==> config.mk <==
export PLATFORM = sky130hd
export DESIGN_NAME = uart_baud_gen_flat
export DESIGN_NICKNAME = d
export VERILOG_FILES = /design/src/rtl/uart_baud_gen_if.sv /design/src/rtl/uart_baud_gen.sv /design/src/flat_wrapper.sv
export SDC_FILE = /design/constraint.sdc
export NUM_CORES = 1
export LEC_CHECK = 0
export ABC_AREA = 1
export CORE_MARGIN = 1.5
export CORE_UTILIZATION = 63
export DETAILED_ROUTE_END_ITERATION = 6
export HOLD_SLACK_MARGIN = 0.12
export PLACE_DENSITY = 0.82
export SLEW_MARGIN = 40
export SYNTH_ARGS = -nofsm -noshare
export SYNTH_HDL_FRONTEND = slang
export SYNTH_SLANG_ARGS = --single-unit
export TNS_END_PERCENT = 20
==> constraint.sdc <==
create_clock -name clk -period 6.5 [get_ports clk]
set_clock_uncertainty 0.1 [all_clocks]
set_input_delay 0.65 -clock clk [delete_from_list [all_inputs] [get_ports clk]]
set_output_delay 0.65 -clock clk [all_outputs]
set_load 0.005 [all_outputs]
==> src/rtl/uart_baud_gen_if.sv <==
// uart_baud_gen_if: divisor/enable inputs and tick outputs of the UART baud generator
interface uart_baud_gen_if #(
    parameter int DIV_W  = 16,
    parameter int FRAC_W = 4
);
    logic [DIV_W-1:0]  baud_div;
    logic [FRAC_W-1:0] baud_frac;
    logic              tx_en;
    logic              rx_en;
    logic              rx_sync;
    logic              os_tick;
    logic              tx_tick;
    logic              rx_sample;
    logic              cfg_err;
    modport master (
        output baud_div, baud_frac, tx_en, rx_en, rx_sync,
        input  os_tick, tx_tick, rx_sample, cfg_err
    );
    modport slave (
        input  baud_div, baud_frac, tx_en, rx_en, rx_sync,
        output os_tick, tx_tick, rx_sample, cfg_err
    );
endinterface

==> src/rtl/uart_baud_gen.sv <==
// uart_baud_gen: fractional oversample prescaler with independent TX bit and RX mid-bit phase counters
module uart_baud_gen #(
    parameter int DIV_W  = 16,
    parameter int FRAC_W = 4,
    parameter int OSR    = 16
) (
    input logic           clk,
    input logic           rst_x,
    uart_baud_gen_if.slave bus
);
    localparam int OS_W = $clog2(OSR);
    logic              run;
    logic              bad_div;
    logic              os_tick;
    logic              cfg_err;
    logic              extra;
    logic [DIV_W-1:0]  div_q;
    logic [DIV_W-1:0]  pre_cnt;
    logic [DIV_W-1:0]  lim;
    logic [FRAC_W-1:0] frac_q;
    logic [FRAC_W-1:0] acc;
    logic [FRAC_W:0]   acc_sum;
    logic [OS_W-1:0]   tx_os;
    logic [OS_W-1:0]   rx_os;
    assign run     = bus.tx_en | bus.rx_en;
    assign bad_div = div_q < DIV_W'(2);
    assign lim     = div_q - DIV_W'(1) + {{(DIV_W-1){1'b0}}, extra};
    assign acc_sum = {1'b0, acc} + {1'b0, frac_q};
    // bad_div also gates the very first enabled cycle, before cfg_err has registered
    assign os_tick       = run & ~cfg_err & ~bad_div & (pre_cnt == lim);
    assign bus.os_tick   = os_tick;
    assign bus.tx_tick   = os_tick & bus.tx_en & (tx_os == OS_W'(OSR - 1));
    assign bus.rx_sample = os_tick & bus.rx_en & ~bus.rx_sync & (rx_os == OS_W'(OSR / 2 - 1));
    assign bus.cfg_err   = cfg_err;
    always_ff @(posedge clk or negedge rst_x) begin
        if (!rst_x) begin
            div_q   <= '0;
            frac_q  <= '0;
            pre_cnt <= '0;
            acc     <= '0;
            extra   <= 1'b0;
            cfg_err <= 1'b0;
            tx_os   <= '0;
            rx_os   <= '0;
        end else begin
            cfg_err <= run & bad_div;
            if (!run) begin
                div_q   <= bus.baud_div;
                frac_q  <= bus.baud_frac;
                pre_cnt <= '0;
                acc     <= '0;
                extra   <= 1'b0;
            end else if (os_tick) begin
                pre_cnt <= '0;
                acc     <= acc_sum[FRAC_W-1:0];
                extra   <= acc_sum[FRAC_W];
            end else if (!bad_div) begin
                pre_cnt <= pre_cnt + DIV_W'(1);
            end
            tx_os <= !bus.tx_en ? '0 : os_tick ? tx_os + OS_W'(1) : tx_os;
            rx_os <= (!bus.rx_en || bus.rx_sync) ? '0 : os_tick ? rx_os + OS_W'(1) : rx_os;
        end
    end
endmodule

==> src/flat_wrapper.sv <==
// flat-port wrapper written by rule: the top's interface ports become plain ports
module uart_baud_gen_flat 
#(
    parameter int DIV_W  = 16,
    parameter int FRAC_W = 4,
    parameter int OSR    = 16
)
  (clk, rst_x, bus_baud_div, bus_baud_frac, bus_tx_en, bus_rx_en, bus_rx_sync, bus_os_tick, bus_tx_tick, bus_rx_sample, bus_cfg_err);
  uart_baud_gen_if #(.DIV_W(DIV_W), .FRAC_W(FRAC_W)) bus_i ();
  input logic clk;
  input logic rst_x;
  input wire logic [$bits(bus_i.baud_div)-1:0] bus_baud_div;
  input wire logic [$bits(bus_i.baud_frac)-1:0] bus_baud_frac;
  input wire logic [$bits(bus_i.tx_en)-1:0] bus_tx_en;
  input wire logic [$bits(bus_i.rx_en)-1:0] bus_rx_en;
  input wire logic [$bits(bus_i.rx_sync)-1:0] bus_rx_sync;
  output wire logic [$bits(bus_i.os_tick)-1:0] bus_os_tick;
  output wire logic [$bits(bus_i.tx_tick)-1:0] bus_tx_tick;
  output wire logic [$bits(bus_i.rx_sample)-1:0] bus_rx_sample;
  output wire logic [$bits(bus_i.cfg_err)-1:0] bus_cfg_err;
  assign bus_i.baud_div = bus_baud_div;
  assign bus_i.baud_frac = bus_baud_frac;
  assign bus_i.tx_en = bus_tx_en;
  assign bus_i.rx_en = bus_rx_en;
  assign bus_i.rx_sync = bus_rx_sync;
  assign bus_os_tick = bus_i.os_tick;
  assign bus_tx_tick = bus_i.tx_tick;
  assign bus_rx_sample = bus_i.rx_sample;
  assign bus_cfg_err = bus_i.cfg_err;
  uart_baud_gen #(.DIV_W(DIV_W), .FRAC_W(FRAC_W), .OSR(OSR)) u_core (.clk(clk), .rst_x(rst_x), .bus(bus_i));
endmodule
* Yosys cells after proc, flatten, opt, wreduce, memory -nomap -nowiden *
Index checks and enable logic that the tools add are counted.

operators by class
  eq/ne operators = 6
  reduce and logical (&&, ||, !) cells = 3
  add/subtract/negate cells = 6
  $lt $le $gt $ge = 1
  bitwise gates (word level) = 13
  mux-type cells = 11

operator list
  kind                     count
  $mux W16                 3
  $mux W4                  6
  $add A16 B1 Y16          1
  $add A16 B1 Y16 const B  1
  $eq A16 B16 Y1           1
  $lt A16 B2 Y1 const B    1
  $sub A16 B1 Y16 const B  1
  $and A1 B1 Y1            9
  $add A4 B1 Y4 const B    2
  $add A4 B4 Y5            1
  $eq A4 B3 Y1 const B     1
  $eq A4 B4 Y1 const B     1
  $ne A3 B3 Y1 const B     1
  $not A1 Y1               3
  $mux W1                  2
  $ne A2 B1 Y1 const B     1
  $ne A2 B2 Y1 const B     1
  $reduce_bool A2 Y1       1
  $logic_not A1 Y1         1
  $logic_or A1 B1 Y1       1
  $or A1 B1 Y1             1

storage, ports and cells
  output and inout bits = 4
  register bits = 50
  bits of input ports = 25
  word-level logic and storage cells = 48

* Depth between registers and ports, before layout *
Gate-level depths: netlist (run 1).

  depth in word-level cells = 7
  gate-level depth with buffers = 16
  depth with buffers taken out = 16

* Least setup slack after synthesis (run 1) *
Ideal clock, no wire load.

  path kind = reg-to-output
  start = reg u_core.div_q[0]
  end = out bus_tx_tick
  data arrival time = 1,907 ps
  slack = 3,843 ps
  stages on the path, launching flop included = 17
  path buffers = 0
  required time = 5,750 ps
  cells stage by stage = dfrtp_1 > inv_1 > ha_1 > ha_1 > nand2_1 > inv_1 > nor2_1 > nand2_1 > nor2_1 > nand3_1 > nor2_1 > nand2_1 > nor2_2 > nand3_4 > inv_1 > nand2_1 > nor2_1

on the way
  cells in the longest elaborated chain, start to end = 6
  elaborated cells on any way between the ends = 9
  classes of those cells = add/sub: 2; order compare: 1; eq/ne: 1; bitwise: 5

RTL lines
  item                                                     RTL line                                  text
  start, declared                                          uart_baud_gen.sv:17                       logic [DIV_W-1:0] div_q;
  start signal, assigned                                   uart_baud_gen.sv:48                       div_q <= bus.baud_div;
  $sub A16 B1 Y16 / $lt A16 B2 Y1 (equally long branches)  uart_baud_gen.sv:27, uart_baud_gen.sv:26
  $add A16 B1 Y16 / $not A1 Y1 (equally long branches)     uart_baud_gen.sv:27, uart_baud_gen.sv:30
  $eq A16 B16 Y1 / $and A1 B1 Y1 (equally long branches)   uart_baud_gen.sv:30                       assign os_tick = run & ~cfg_err & ~bad_div & (pre_cnt == lim);
  $and A1 B1 Y1 *                                          uart_baud_gen.sv:30
  named net bus_os_tick                                    flat_wrapper.sv:17                        output wire logic [$bits(bus_i.os_tick)-1:0] bus_os_tick;
  $and A1 B1 Y1 * (2 in a row)                             uart_baud_gen.sv:32                       assign bus.tx_tick = os_tick & bus.tx_en & (tx_os == OS_W'(OSR - 1));
  end, declared                                            flat_wrapper.sv:18                        output wire logic [$bits(bus_i.tx_tick)-1:0] bus_tx_tick;

Mark *: on every way through the listed nets, which the timed path passes. The rest lies on a longest branch.

* Final worst setup path (run 1) *
  start = reg u_core.extra
  end = out bus_tx_tick

on the way
  cells in the longest elaborated chain, start to end = 5

RTL lines
  item                        RTL line             text
  start, declared             uart_baud_gen.sv:16  logic extra;
  start signal, assigned      uart_baud_gen.sv:56  extra <= acc_sum[FRAC_W];
  $add A16 B1 Y16             uart_baud_gen.sv:27  assign lim = div_q - DIV_W'(1) + {{(DIV_W-1){1'b0}}, extra};
  $eq A16 B16 Y1              uart_baud_gen.sv:30
  $and A1 B1 Y1               uart_baud_gen.sv:30
  $and A1 B1 Y1 (2 in a row)  uart_baud_gen.sv:32

Every way passes these cells.

==> results of run 1 <==
area by class of cell:
class	count	area share [%]
sequential	50	34.3
timing repair buffer	29	7.83
multi-input combinational	337	48.7
clock buffer	7	2.09
inverter	46	4.74
tap	67	2.30
worst max-delay path by stage:
stage | start | slack, ns | depth (start not counted) | to
2_1_floorplan | u_core.div_q[0] | 3.84 | 16 | bus_tx_tick
3_3_place_gp | bus_tx_en | 2.77 | 14 | bus_tx_tick
3_5_place_dp | bus_tx_en | 2.71 | 14 | bus_tx_tick
4_1_cts | u_core.extra | 2.59 | 14 | bus_tx_tick
5_1_grt | u_core.div_q[0] | 2.36 | 16 | bus_tx_tick
6_report | u_core.extra | 2.59 | 14 | bus_tx_tick
cells by family after synthesis:
kind of cell / count (synthesis)
AO/OA/AOI/OAI: 24
AND/OR/NAND/NOR: 270
XOR/XNOR: 32
adder cells (fa/ha/maj): 10
multiplexers: 1
flip-flops: 50
buffers and inverters: 56
synth_stat cells, types with 5 or more instances:
library cell and count:
ha_1 9, nand4_1 16, nor2_1 58, nand3_1 43
xnor2_1 8, o21ai_0 14, nand2_1 126, nor2_2 7
dfrtp_1 50, inv_1 43, nor2_4 5, xor2_1 24
a21oi_1 6
layer usage:
metal,global-route usage [%],vias up,wire length [um],share of wire (%)
li1,-,1463,-,-
met1,38.0,1308,3250,47
met2,42.3,72,3210,47
met3,4.55,10,319,4.6
met4,7.68,0,92,1.3
met5,0,-,0,0
registers in the layout (all words and copies together) (netlist names):
| register | flops |
|---|---|
| u_core.acc | 4 |
| u_core.bus.cfg_err | 1 |
| u_core.div_q | 16 |
| u_core.extra | 1 |
| u_core.frac_q | 4 |
| u_core.pre_cnt | 16 |
| u_core.rx_os | 4 |
| u_core.tx_os | 4 |
power by group through the flow:
stage / registers, mW / clock network (mW) / logic [mW]
6_report: 0.371 / 0.171 / 0.206
5_1_grt: 0.375 / 0.186 / 0.238
4_1_cts: 0.370 / 0.173 / 0.206
3_5_place_dp: 0.376 / 0 / 0.206
3_3_place_gp: 0.375 / 0 / 0.200
2_1_floorplan: 0.367 / 0 / 0.155
stage by stage:
step	power, mW	util (%)	area (um^2)	cells	worst slack, ns
detailed placement	0.581	73.6	3570	529	2.71
floorplan	0.522	-	3260	443	3.84
global placement	0.575	73.5	3570	529	2.77
finish	0.748	75.2	3640	536	2.59
global route	0.798	75.2	3640	536	2.36
CTS	0.750	75.2	3640	536	2.59
cell usage in the layout (no fill, tap or decap):
cell type / netlist / layout
inv_2: 2 / 2
nand3b_1: 3 / 3
o32ai_1: 1 / 1
nor2_1: 58 / 58
clkdlybuf4s50_1: 0 / 27
mux2_2: 1 / 1
o21bai_1: 1 / 1
ha_1: 9 / 9
nand3_4: 1 / 1
nand2_2: 3 / 3
nor2_2: 7 / 7
nor2_4: 5 / 5
and3_1: 1 / 1
nor3b_1: 1 / 1
inv_1: 43 / 43
nand3_1: 43 / 43
dfrtp_1: 50 / 50
a211oi_1: 1 / 1
xnor2_1: 8 / 8
nor3_1: 4 / 4
buf_4: 1 / 2
fa_1: 1 / 1
clkinv_1: 1 / 1
xor2_1: 24 / 24
clkbuf_1: 4 / 2
o21bai_2: 1 / 1
a21oi_1: 6 / 6
clkbuf_8: 0 / 5
nand2_1: 126 / 126
nor4_1: 1 / 1
nand2_4: 1 / 1
nand4_1: 16 / 16
o21ai_0: 14 / 14
==> results.yml, run 1 <==
yosys:
  synth_simple_gate_area_share_pct: 37.3
  yosys.area.top_type: "dfrtp_1"
  synthAdderAreaFrac_pct: 4.07
  synth_area_leaders: "dfrtp_1, nand2_1, nor2_1"
  synth-xor-area-share_pct: 8.60
  ys_ff_latch: 50
  synth_edf_count: 0
  netlist-cell-type-count: 33
  netlist_area_mm2: 0.00326
  yosys_warnings: 0
  synth_top_family_by_area: "simple AND/OR/NAND/NOR gates"
  synth_top_area_share_pct: 38.4
  avgSynthCellArea_um2: 7.36
  ys_seq_area_share_pct: 38.4
  synth-compound-area-share_pct: 4.15
  syn_nets: 478
  synth_ff_type: "dfrtp_1"
  synthMuxAreaShare_pct: 0.345
  synth_cells: 443
  async_flop_share_pct: 100
clock_network:
  post_cts_buffers: 0
  cts_max_path_buffers: 2
  cts_buffers: 5
  htreeDepth: 2
  tritoncts: "yes"
  ctsHoldBuffers: 0
  cts_resized: 0
  clock-sinks: 50
  root_buffer: "clkbuf_8"
  clk_latency_ns: 0.30
  clk_pin_slew_ns: 0.09
global_route:
  grt_pass1_wl_um: 11400
  grt.overflow.total: 0
  grt_antenna_before_repair: 0
  gr-usage-all-layers_pct: 26.7
  grt_pass1_vias: 2516
  grt_max_degree: 51
worst_setup_path:
  cp.buffers_inverters: 3
  cp_common_cell: "nand2_1"
  ff2ff_path_depth: 13
  reg2reg_to: "u_core.acc[3]"
  max_stage_delay_ns: 0.50
  path_cells: "inv_1 > ha_1 > ha_1 > nand2_2 > nor2_4 > nand2_1 > xor2_1 > nand2_1 > nor2_4 > nand3_4 > inv_1 > nand2_1 > nor2_1 > clkdlybuf4s50_1"
  critPathCaptureType: "primary output"
  cp-start-kind: "register"
  regToRegSetupSlack_ns: 3.85
  cp.arrival_ns: 3.16
  critPathMaxFanout: 16
  critPathKind: "reg -> out"
  critical-path-top-delay-family: "simple AND/OR/NAND/NOR gates"
  cp.required_ns: 5.75
  reg2reg_from: "u_core.extra"
  crit_path_top_delay_cell: "clkdlybuf4s50_1"
placement:
  port_buffers: 28
  dp_hpwl_um: 5160
  place_congestion: 1.04
floorplanning:
  die_h_um: 74.9
  coreArea_mm2: 0.00485
  start_util_pct: 67.2
  die_area_mm2: 0.00561
  rows: 25
  io_pins: 29
  fp.dieW_um: 74.9
power:
  internal_power_mw: 0.493
  peakVddDrop_mv: 0.144
  p_leak_nw: 1.82
  power_density_mw_per_mm2: 205
  p_sw_mw: 0.255
  p_clk_share_pct: 22.8
  p_comb_share_pct: 27.6
  swShare_pct: 34.1
  seqPwrFrac_pct: 49.6
drt:
  wl_per_cell_um: 12.8
  viasPerCell: 5.32
  ant_nets: 0
  dr.pass1.iters: 4
  drt_iter0_drc: 248
  drc_errors: 0
  vias: 2853
  wl_um: 6870
worst_hold_path:
  hold_path_class: "in -> async"
cells_and_area:
  multi_input_comb_area_mm2: 0.00178
  num_antenna_cells: 0
  regArea_mm2: 0.00125
  fillers: 377
  area_growth_pct: 11.8
  num-nets-final: 504
  layout-drive-gt1-share_pct: 5.97
timing:
  hold_violations: 0
  setup_violations: 0
  min_period_ns: 3.91
  tns_ns: 0
  post-route-period-util_pct: 60.1
  whs_ns: 0.254
  worst_pin_slew_ns: 0.614
  final-max-slew-violation-count: 0
  max_freq_ghz: 0.256
  max_slew_margin_pct: 59.1
  grt_setup_unrepaired: "no"
run_status:
  status: "finished clean"
job:
  maxCapViolations: 0
No activity file was read; power rests on OpenSTA's default activity.
==> run 2, diff against run 1 <==
--- a/config.mk
+++ b/config.mk
@@ -7,10 +7,10 @@
 export LEC_CHECK = 0
 export ABC_AREA = 1
 export CORE_MARGIN = 1.5
-export CORE_UTILIZATION = 63
+export CORE_UTILIZATION = 52
 export DETAILED_ROUTE_END_ITERATION = 6
 export HOLD_SLACK_MARGIN = 0.12
-export PLACE_DENSITY = 0.82
+export PLACE_DENSITY = 0.72
 export SLEW_MARGIN = 40
 export SYNTH_ARGS = -nofsm -noshare
 export SYNTH_HDL_FRONTEND = slang
==> constraint.sdc (replaced) <==
create_clock -name clk -period 3.4 [get_ports clk]
set_clock_uncertainty 0.1 [all_clocks]
set_input_delay 0.34 -clock clk [delete_from_list [all_inputs] [get_ports clk]]
set_output_delay 0.34 -clock clk [all_outputs]
set_load 0.005 [all_outputs]
==> results.yml, run 2 (synthesis results as in run 1) <==
timing:
  grt_setup_unrepaired: "yes"
  whs_ns: 0.386
  min_period_ns: 3.17
  tns_ns: 0
  setup_violations: 0
  max_slew_margin_pct: 56.8
  worst_pin_slew_ns: 0.648
  final-max-slew-violation-count: 0
  hold_violations: 0
  max_freq_ghz: 0.316
  post-route-period-util_pct: 93.2
cells_and_area:
  num-nets-final: 509
  multi_input_comb_area_mm2: 0.00180
  fillers: 547
  final_cell_mix: "nand2_1, nor2_1, dfrtp_1, inv_1, nand3_1"
  final_util_pct: 62.7
  reg_top3: "u_core.div_q x16, u_core.pre_cnt x16"
  regArea_mm2: 0.00125
  num_antenna_cells: 0
  area_growth_pct: 15.2
  layout-drive-gt1-share_pct: 8.21
  mostFrequentLayoutCell: "nand2_1"
clock_network:
  tritoncts: "yes"
  clock-sinks: 50
  clk_latency_ns: 0.32
  cts_max_path_buffers: 2
  root_buffer: "clkbuf_8"
  clk_pin_slew_ns: 0.10
  htreeDepth: 2
  cts_buffers: 5
global_route:
  grt.overflow.total: 0
  grt_max_degree: 51
  grt_pass1_vias: 2819
  grt_antenna_before_repair: 0
  gr-usage-all-layers_pct: 24.3
  grt_pass1_wl_um: 12700
floorplanning:
  rows: 28
  io_pins: 29
  fp.dieW_um: 82.2
  die_area_mm2: 0.00675
  start_util_pct: 54.4
  die_h_um: 82.2
  coreArea_mm2: 0.00599
drt:
  wl_um: 7500
  dr.pass1.iters: 4
  ant_nets: 0
  vias: 2883
  drt_iter0_drc: 181
  viasPerCell: 5.24
  wl_per_cell_um: 13.6
  drc_errors: 0
worst_setup_path:
  cp-start-kind: "register"
  cp.required_ns: 2.96
  critPathMaxFanout: 12
  critPathKind: "reg -> out"
  critPathCaptureType: "primary output"
  ff2ff_path_depth: 13
  cp.arrival_ns: 2.73
power:
  power_mw: 1.56
  power_density_mw_per_mm2: 415
  peakVddDrop_mv: 0.220
  p_leak_nw: 1.88
worst_hold_path:
  whs_path_depth: 2
  hold_path_class: "reg -> reg"
run_status:
  status: "finished clean"
job:
  maxCapViolations: 0
placement:
  dp_hpwl_um: 5370
  port_buffers: 28
  place_congestion: 0.878
## run 2: changes by cell type in the layout (fill, tap and decap cells not counted)
cell             change
bufinv_16            +1
ha_4                 +1
dlymetal6s2s_1       +1
clkdlybuf4s50_1      -1
dlygate4sd3_1        +1
buf_6                +1
ha_2                 +1
ha_1                 -2
buf_4                +3
nor2_1               -4
nor2_2               +4
## run 2: per-stage QoR
stage	cell area [um^2]	setup WS [ns]	cells
2_1_floorplan	3260	1.05	443
3_3_place_gp	3600	0.430	540
3_5_place_dp	3600	0.329	540
4_1_cts	3720	0.108	550
5_1_grt	3760	-0.00613	550
6_report	3760	0.232	550
## run 2: layout make-up
class                      instances  share of cell area (%)
sequential                        50                    33.3
inverter                          46                    4.60
clock buffer                       7                    2.03
multi-input combinational        337                    47.9
tap                               75                    2.50
clock inverter                     1                   0.799
timing repair buffer              34                    8.83
## run 2: per-layer routing
| metal | GRT usage [%] | wire length, um | vias up |
|---|---|---|---|
| met5 | 0 | 0 | - |
| met4 | 9.66 | 226 | 0 |
| met3 | 3.96 | 274 | 18 |
| met2 | 41.4 | 3540 | 51 |
| met1 | 30.8 | 3460 | 1345 |
| li1 | - | - | 1469 |
## run 2: where the power goes
group	total, mW	switching, mW	internal (mW)	leakage [nW]
registers	0.709	0.0632	0.646	0.660
clock network	0.428	0.207	0.221	0.0524
logic	0.421	0.254	0.167	1.17
## run 2: path summary, 6_finish.rpt
path | startpoint | end | slack, ns
min in group asynchronous | rst_x | u_core.div_q[2] | 0.49
worst min register to register | u_core.frac_q[3] | u_core.frac_q[3] | 0.39
worst max-delay path | u_core.extra | bus_rx_sample | 0.23
worst min-delay path | u_core.frac_q[3] | u_core.frac_q[3] | 0.39
worst max register to register | u_core.div_q[11] | u_core.acc[3] | 0.95
max in group asynchronous | rst_x | u_core.div_q[5] | 2.28
## run 2: critical path, cell delays in order, from the launching register on
cell             delay [ns]
dfrtp_1                0.40
inv_1                  0.06
ha_2                   0.21
ha_4                   0.16
nand2_2                0.09
nor2_4                 0.13
nand2_1                0.06
nand2_1                0.08
nand2_1                0.05
nor2_1                 0.09
nand2_1                0.09
nor2_4                 0.14
buf_6                  0.16
nand4_1                0.09
nor2_1                 0.09
clkdlybuf4s50_1        0.50
## run 2: timing repair
action	4_1_cts	5_1_grt
resized for setup	0	9
pin swaps	1	0
endpoints found under the hold margin	50	0
endpoints found under the setup margin	1	2
cloned	0	0
hold buffers	1	0
buffers inserted	1	0
==> run 3, diff against run 2 <==
--- a/config.mk
+++ b/config.mk
@@ -9,10 +9,10 @@
 export CORE_MARGIN = 1.5
 export CORE_UTILIZATION = 52
 export DETAILED_ROUTE_END_ITERATION = 6
+export GPL_TIMING_DRIVEN = 0
 export HOLD_SLACK_MARGIN = 0.12
 export PLACE_DENSITY = 0.72
 export SLEW_MARGIN = 40
 export SYNTH_ARGS = -nofsm -noshare
 export SYNTH_HDL_FRONTEND = slang
 export SYNTH_SLANG_ARGS = --single-unit
-export TNS_END_PERCENT = 20
==> results.yml, run 3 (synthesis results as in run 1) <==
run_status:
  status: "finished clean"
worst_setup_path:
  critPathMaxFanout: 3
  crit_path_top_delay_cell: "clkdlybuf4s50_1"
  cp.buffers_inverters: 3
  critPathCaptureType: "primary output"
  cp.arrival_ns: 2.68
  reg2reg_to: "u_core.pre_cnt[6]"
  cp.required_ns: 2.96
  cp-startpoint: "u_core.extra"
  critical-path-top-delay-family: "simple AND/OR/NAND/NOR gates"
  ff2ff_path_depth: 17
  max_stage_delay_ns: 0.50
  path_cells: "inv_2 > ha_4 > ha_4 > nand2_1 > inv_1 > nor2_1 > nand2_1 > nor2_2 > nand3_1 > nor2_2 > nand3_1 > nor2_4 > nand4_1 > nor2_1 > clkdlybuf4s50_1"
  cp-start-kind: "register"
  reg2reg_from: "u_core.extra"
  critPathKind: "reg -> out"
  regToRegSetupSlack_ns: 0.94
floorplanning:
  rows: 28
  start_util_pct: 54.4
  die_area_mm2: 0.00675
  die_h_um: 82.2
  fp.dieW_um: 82.2
  io_pins: 29
  coreArea_mm2: 0.00599
timing:
  max_freq_ghz: 0.320
  max_slew_margin_pct: 63.1
  worst_pin_slew_ns: 0.554
  tns_ns: 0
  setup_ws_ns: 0.277
  grt_setup_unrepaired: "no"
  post-route-period-util_pct: 91.8
  setup_violations: 0
  min_period_ns: 3.12
  whs_ns: 0.282
  final-max-slew-violation-count: 0
  hold_violations: 0
placement:
  dp_cells: 546
  place_congestion: 0.957
  dp_hpwl_um: 5950
  dpl_worst_slack_ns: 0.254
  port_buffers: 27
global_route:
  grt_pass1_wl_um: 12600
  grt_max_degree: 29
  gr-usage-all-layers_pct: 24.7
  grt_pass1_vias: 2776
  grt.overflow.total: 0
  grt_antenna_before_repair: 0
clock_network:
  clock-sinks: 50
  clk_latency_ns: 0.30
  cts_max_path_buffers: 2
  htreeDepth: 2
  tritoncts: "yes"
  cts_buffers: 5
  clk_pin_slew_ns: 0.09
  root_buffer: "clkbuf_8"
worst_hold_path:
  hold_path_class: "in -> reg"
  hold-path-endpoint: "u_core.tx_os[2]"
  hold_path.startpoint: "bus_tx_en"
  whs_path_depth: 3
drt:
  drt_iter0_drc: 174
  vias: 2878
  wl_per_cell_um: 13.7
  dr.pass1.iters: 4
  ant_nets: 0
  drc_errors: 0
  wl_um: 7640
  viasPerCell: 5.16
cells_and_area:
  fillers: 550
  num_antenna_cells: 0
  num-nets-final: 517
  mostFrequentLayoutCell: "nand2_1"
  area_growth_pct: 18.1
  stdcell_count: 558
  layout-drive-gt1-share_pct: 9.94
  multi_input_comb_area_mm2: 0.00181
  final_cell_mix: "nand2_1, nor2_1, dfrtp_1, nand3_1, inv_1"
  regArea_mm2: 0.00125
  reg_top3: "u_core.div_q x16, u_core.pre_cnt x16"
power:
  power_mw: 1.63
  power_density_mw_per_mm2: 424
  peakVddDrop_mv: 0.396
  p_leak_nw: 1.92
job:
  maxCapViolations: 0
[run 3: changes by cell type in the layout (fill, tap and decap cells not counted), sizes merged]
cell           delta
buf               +5
bufinv            +1
clkbuf            +2
clkdlybuf4s50     -1
clkinv            +1
[run 3: worst max path at each step]
stage                     slack, ns  depth (start not counted)             to
final                          0.28                         15  bus_rx_sample
after global placement         0.32                         17    bus_tx_tick
after floorplan                1.05                         16    bus_tx_tick
after detailed placement       0.25                         17    bus_tx_tick
after CTS                      0.04                         17    bus_tx_tick
after global routing           0.06                         14  bus_rx_sample
[run 3: per-stage QoR]
step | cell area (um^2) | util [%]
after floorplan | 3260 | -
after global placement | 3620 | 60.5
after detailed placement | 3640 | 60.8
after CTS | 3800 | 63.5
after global routing | 3850 | 64.2
final | 3850 | 64.2
[run 3: layout make-up]
class | count | area share, %
plain buffers | 10 | 1.56
well taps | 75 | 2.44
clock inverters | 3 | 1.79
repair buffers | 32 | 8.39
clock buffers | 5 | 1.79
flip-flops and latches | 50 | 32.5
multi-input cells | 337 | 47.0
inverters | 46 | 4.49
[run 3: per-layer routing]
metal	part of all wire [%]	track usage, %
met4	1.5	4.92
met5	0	0
met1	47	34.1
met2	46	41.2
met3	5.5	4.07
[run 3: what timing repair did]
item,CTS,global route
hold buffers,1,0
endpoints found under the setup margin,1,3
gates resized for setup,3,8
buffers inserted,1,2
pin swaps,0,5
hold endpoints to repair,22,0
[run 3: power breakdown]
| group | total, mW | switching [mW] | leakage, nW | internal [mW] |
|---|---|---|---|---|
| clock network | 0.495 | 0.200 | 0.0683 | 0.295 |
| registers | 0.710 | 0.0636 | 0.660 | 0.646 |
| logic | 0.426 | 0.255 | 1.19 | 0.171 |
| total | 1.63 | 0.519 | 1.92 | 1.11 |
[run 3: worst register-to-register path: stages, from the launching register on]
cell and delay, ns:
dfrtp_1 0.40, inv_2 0.08, ha_4 0.15, ha_4 0.20
nand2_1 0.06, inv_1 0.04, nor2_1 0.08, nand2_1 0.07
nor2_2 0.15, nand3_1 0.10, nor2_2 0.11, nand2_1 0.07
nor2_2 0.15, nand3_4 0.09, buf_4 0.18, nand2_4 0.13
buf_6 0.17, nor2_1 0.04
